===== config.mk =====
export PLATFORM = sky130hd
export DESIGN_NAME = vga_fb_arbiter
export DESIGN_NICKNAME = d
export VERILOG_FILES = /design/src/rtl/vga_fb_arbiter.sv
export SDC_FILE = /design/constraint.sdc
export NUM_CORES = 1
export LEC_CHECK = 0
export ABC_AREA = 0
export CAP_MARGIN = 20
export CELL_PAD_IN_SITES_DETAIL_PLACEMENT = 1
export CELL_PAD_IN_SITES_GLOBAL_PLACEMENT = 2
export CORE_UTILIZATION = 24
export CTS_BUF_LIST = sky130_fd_sc_hd__clkbuf_8
export DETAILED_ROUTE_END_ITERATION = 6
export PLACE_DENSITY_LB_ADDON = 0.1
export SLEW_MARGIN = 20
export SYNTH_ARGS = -nofsm -noshare
export SYNTH_HDL_FRONTEND = slang
export SYNTH_SLANG_ARGS = --single-unit

===== constraint.sdc =====
create_clock -name clk -period 2 [get_ports clk]
set_input_delay 0.3 -clock clk [delete_from_list [all_inputs] [get_ports clk]]
set_output_delay 0.3 -clock clk [all_outputs]
set_load 0.05 [all_outputs]

===== src/rtl/vga_fb_arbiter.sv =====
// Shares the single-port frame-buffer SRAM between the VGA raster reader (absolute priority)
// and the convolution result writer; pixels reach the driver 2 cycles after vga_ready.
module vga_fb_arbiter #(
  parameter int H_PIX  = 640,
  parameter int V_PIX  = 480,
  parameter int ADDR_W = 19,
  parameter int DATA_W = 12
) (
  input  logic              clk,
  input  logic              rst,
  input  logic              vga_ready,
  input  logic              vga_vsync,
  output logic [DATA_W-1:0] pixel,
  output logic              frame_start,
  input  logic              wr_valid,
  input  logic [ADDR_W-1:0] wr_addr,
  input  logic [DATA_W-1:0] wr_data,
  output logic              wr_ready,
  output logic [ADDR_W-1:0] mem_addr,
  output logic              mem_we,
  output logic [DATA_W-1:0] mem_wdata,
  input  logic [DATA_W-1:0] mem_rdata,
  output logic              rd_overrun,
  output logic              wr_oob
);

  localparam int              TOTAL   = H_PIX * V_PIX;
  localparam logic [ADDR_W:0] TOTAL_W = (ADDR_W + 1)'(TOTAL);
  localparam logic [ADDR_W-1:0] LAST  = ADDR_W'(TOTAL - 1);

  typedef enum logic {SYNC, RUN} state_t;

  state_t              state_q, state_d;
  logic [ADDR_W-1:0]   rd_addr_q, rd_addr_d;
  logic                rd_pend_q;
  logic [DATA_W-1:0]   pixel_q, pixel_d;
  logic                frame_start_q, frame_start_d;
  logic                rd_overrun_q, rd_overrun_d;
  logic                wr_oob_q, wr_oob_d;
  logic                vsync_q;
  logic                wrapped_q, wrapped_d;

  logic fall, rd_en, wr_acc, wr_inrange;

  always_comb begin
    fall       = vsync_q && !vga_vsync;
    rd_en      = (state_q == RUN) && vga_ready;
    wr_ready   = !rd_en;
    wr_acc     = wr_valid && !rd_en;
    wr_inrange = {1'b0, wr_addr} < TOTAL_W;
    mem_addr   = rd_en ? rd_addr_q : wr_addr;
    mem_we     = wr_acc && wr_inrange;
    mem_wdata  = wr_data;
    pixel_d    = rd_pend_q ? mem_rdata : '0;
  end

  always_comb begin
    state_d       = state_q;
    rd_addr_d     = rd_addr_q;
    wrapped_d     = wrapped_q;
    frame_start_d = 1'b0;
    rd_overrun_d  = rd_overrun_q;
    wr_oob_d      = wr_oob_q | (wr_acc & !wr_inrange);
    if (state_q == SYNC) begin
      if (fall) begin
        state_d   = RUN;
        rd_addr_d = '0;
        wrapped_d = 1'b0;
      end
    end else begin
      if (rd_en) begin
        // wrapped_q marks a frame fully read with no new vsync yet
        if (wrapped_q && rd_addr_q == '0) rd_overrun_d = 1'b1;
        if (rd_addr_q == LAST) begin
          rd_addr_d = '0;
          wrapped_d = 1'b1;
        end else begin
          rd_addr_d = rd_addr_q + ADDR_W'(1);
        end
      end
      if (fall) begin
        rd_addr_d     = '0;
        wrapped_d     = 1'b0;
        frame_start_d = 1'b1;
      end
    end
  end

  always_ff @(posedge clk or posedge rst) begin
    if (rst) begin
      state_q       <= SYNC;
      rd_addr_q     <= '0;
      rd_pend_q     <= 1'b0;
      pixel_q       <= '0;
      frame_start_q <= 1'b0;
      rd_overrun_q  <= 1'b0;
      wr_oob_q      <= 1'b0;
      vsync_q       <= 1'b1;
      wrapped_q     <= 1'b0;
    end else begin
      state_q       <= state_d;
      rd_addr_q     <= rd_addr_d;
      rd_pend_q     <= rd_en;
      pixel_q       <= pixel_d;
      frame_start_q <= frame_start_d;
      rd_overrun_q  <= rd_overrun_d;
      wr_oob_q      <= wr_oob_d;
      vsync_q       <= vga_vsync;
      wrapped_q     <= wrapped_d;
    end
  end

  assign pixel       = pixel_q;
  assign frame_start = frame_start_q;
  assign rd_overrun  = rd_overrun_q;
  assign wr_oob      = wr_oob_q;

endmodule


==> Flow_metrics.wiki <==
{| class="wikitable"
! Metric !! Value
|-
| Outcome || complete, no violations
|-
| FF-to-FF setup slack || 0.13 ns
|-
| Worst reg2reg endpoint || rd_addr_q[1]
|-
| # hold bufs at CTS || 0
|-
| Unrepaired setup endpoints after global routing || no
|-
| Area enclosed by the die boundary || 0.00912 mm²
|-
| Nature of the critical path startpoint || register
|-
| Total congestion overflow || 0
|-
| Critical Path Sink Type || register
|-
| Vias in the first global route || 2051
|-
| Die extent in x || 95.5 µm
|-
| Fraction of power consumed by the clock network || 37.5%
|-
| R2R depth || 4
|-
| Largest clock skew in the final design || 0.00588 ns
|-
| Clock Pin Slew Worst Setup and Hold Paths || 0.08 ns
|-
| Power per cell area || 679 mW/mm²
|-
| Setup TNS || 0 ns
|-
| Share of post-route cells with drive strength above 1 || 21.8%
|-
| Antenna-violating nets left || 0
|-
| Count of mapped cells out of synthesis || 240
|-
| Filler cells || 965
|-
| Portion of total power attributed to combinational logic || 23.8%
|-
| Cells after DPL || 417
|-
| Uppermost signal routing layer after detailed routing || met4
|-
| Max Clk Rate || 0.535 GHz
|-
| Max-slew violation count || 0
|-
| Yosys reg bits || 38
|-
| Biggest area consumer among synthesized cells || sky130_fd_sc_hd__dfrtp_1
|-
| Most common cell after layout, fill and taps aside || sky130_fd_sc_hd__nand2_1
|-
| Count of buffers inserted at the top-level ports || 71
|-
| Arrival time of the worst setup path || 2.05 ns
|-
| Async SR Flop Fraction || 100%
|-
| Area growth from synthesis to layout || 49.3%
|-
| Top library cells by usage in the layout, fill and taps aside || sky130_fd_sc_hd__nand2_1, sky130_fd_sc_hd__clkdlybuf4s50_1, sky130_fd_sc_hd__buf_4, sky130_fd_sc_hd__dfrtp_1, sky130_fd_sc_hd__and2_1
|-
| Int Pwr || 1.51 mW
|-
| Minimum clock period after layout || 1.87 ns
|-
| Pin count of the biggest net entering global routing || 39
|-
| Net count after synthesis || 290
|-
| Routed wl met3 || 407 µm
|-
| Count of cell types in the netlist || 47
|-
| Top-area cell type share of the netlist area || 44.1%
|-
| EDFF count, synth || 0
|-
| Starting utilization of the core area || 25.2%
|-
| Via/cell ratio || 4.68
|-
| Post-synthesis sequential area ratio || 45.4%
|-
| Total inserted antenna cells || 0
|-
| Total track usage || 14.7%
|-
| Critical path class || reg2reg
|-
| Switching Share || 28.9%
|-
| Cell at the slowest stage of the critical path || sky130_fd_sc_hd__nor4_1
|-
| Violation count after the first detailed-routing iteration || 57
|-
| Routed WL per cell || 14.8 µm
|-
| Sw power || 0.614 mW
|-
| Type of the tightest min-delay check || in2async
|-
| Cell-by-cell listing of the critical path || nor4_1 -> nand3_1 -> or3_1 -> a32o_1
|-
| DRC Markers || 0
|-
| Routed via count || 1994
|-
| Cts bufs inserted || 5
|-
| Ports || 96
|-
| Highest fanout seen on the critical path || 6
|-
| Detailed Place HPWL || 4.72 mm
|-
| Avg Inst Size Synth || 8.74 µm²
|-
| Transition time of the tightest slew-check pin || 0.536 ns
|-
| Combined area of all synthesized cells || 0.00210 mm²
|-
| Number of buffers between clock root and the deepest sink || 2
|-
| Deepest level of the CTS H-tree || 2
|-
| Skew-Pair Late Insertion Delay || 0.29 ns
|-
| Met2 layer wire length in the routed design || 2.90 mm
|-
| Wire length of the first global-routing pass || 10.2 mm
|-
| Global placement routability congestion || 0.735
|-
| Final number of setup-violating endpoints || 0
|-
| TritonRoute pass-1 iters || 4
|-
| Final non-filler cell total || 426
|-
| Max-capacitance violation count || 0
|-
| Sequential fraction of design power || 38.7%
|-
| Worst R2R Start || rd_addr_q[14]
|-
| # rows || 33
|-
| Crit share post-route || 93.4%
|-
| Final WL || 6.32 mm
|-
| Slew HR || 63.3%
|-
| Number of sinks handled by clock tree synthesis || 38
|-
| Leakage power of the design || 1.42 nW
|-
| Largest stage delay, worst path || 0.45 ns
|-
| Hold violation total from the final report || 0
|-
| Worst-case vdd ir drop || 0.356 mV
|-
| Initial antenna violation count || 0
|-
| Commonest register cell after synthesis || sky130_fd_sc_hd__dfrtp_1
|-
| Cell at the root of the clock tree || sky130_fd_sc_hd__clkbuf_8
|-
| Area of the core region || 0.00834 mm²
|-
| Top cells by area in the synthesized netlist || sky130_fd_sc_hd__dfrtp_1, sky130_fd_sc_hd__nand2_1, sky130_fd_sc_hd__buf_4
|-
| YS warnings || 0
|-
| Routed length on met1 || 2.96 mm
|-
| Nets@finish || 370
|-
| Die H || 95.5 µm
|-
| Data required time at the worst endpoint || 2.18 ns
|-
| TritonCTS clock tree || built
|}
## final cells by class
cell class,count,area [µm²],share of cell area (%)
tap,105,131,4.19
clock buffer,5,68.8,2.20
timing repair buffer,95,892,28.5
clock inverter,3,68.8,2.20
multi-input combinational,176,1000,31.9
sequential,38,952,30.4
inverter,4,18.8,0.599
## what timing repair did
| action | 4_1_cts | 5_1_grt |
|---|---|---|
| resized for setup | 0 | 5 |
| setup endpoints to repair | 0 | 18 |
| buffers inserted | 0 | 1 |
## metrics by stage
stage          cell area, µm²  utilization [%]  hold WS [ns]  worst slack, ns  total power, mW
3_3_place_gp             2970             35.6         0.454           0.0435             1.34
2_1_floorplan            2100                -         0.304           -0.183             1.17
4_1_cts                  3110             37.2         0.453           0.0324             2.15
3_5_place_dp             2970             35.6         0.462           0.0106             1.35
5_1_grt                  3130             37.5         0.457           0.0173             2.22
6_report                 3130             37.5         0.431            0.132             2.13
## critical path: cells and delay by family (launching register included)
kind | cells | cell delay (ns)
and+or+nand+nor | 3 | 1.06
AOI/OAI and AO/OA | 1 | 0.26
DFF | 1 | 0.44
## synthesized netlist by cell type (all sizes together) (4+ instances only)
| library cell | n |
|---|---|
| nand2 | 66 |
| dfrtp | 37 |
| buf | 18 |
| and2 | 14 |
| o21ai | 13 |
| a21oi | 11 |
| nor2 | 11 |
| or3 | 7 |
| nand3 | 6 |
| or4 | 5 |
| xor2 | 5 |
| and3 | 4 |
| clkbuf | 4 |
| o31ai | 4 |
## registers in the layout (all words and copies together) (netlist names)
register,count
frame_start,1
wrapped_q,1
rd_pend_q,1
vsync_q,1
rd_addr_q,19
pixel,12
rd_overrun,1
state_q,1
wr_oob,1
## how the worst max path moves through the flow
stage                                to  cells past startpoint  slack [ns]          start
after CTS                        mem_we                      6        0.03    wr_addr[12]
after detailed placement  rd_addr_q[16]                      5        0.01      vga_vsync
final                      rd_addr_q[1]                      4        0.13  rd_addr_q[14]
after global placement    rd_addr_q[16]                      5        0.04      vga_vsync
after floorplan             mem_addr[0]                      4       -0.18        state_q
after global routing       rd_addr_q[1]                      4        0.02  rd_addr_q[14]
## cells by family after synthesis
logic type               share of synthesized area, %
AND/OR/NAND/NOR                                  30.8
AO/OA/AOI/OAI                                    12.2
flip-flops                                       45.4
buffers and inverters                            7.45
XOR/XNOR                                         2.92
adder cells (fa/ha/maj)                          1.19
## power by group through the flow
stage               clock network (mW)  logic (mW)  registers [mW]
finish                           0.797       0.506           0.822
global route                     0.845       0.545           0.826
CTS                              0.822       0.511           0.821
detailed placement                   0       0.509           0.837
global placement                     0       0.505           0.835
floorplan                            0       0.291           0.881
## routing by layer
metal	global-route usage [%]	vias up
met3	3.43	5
met2	24.4	58
met4	3.61	0
met5	0	-
li1	-	964
met1	19.3	967
Power figures use the tool's default switching activity.
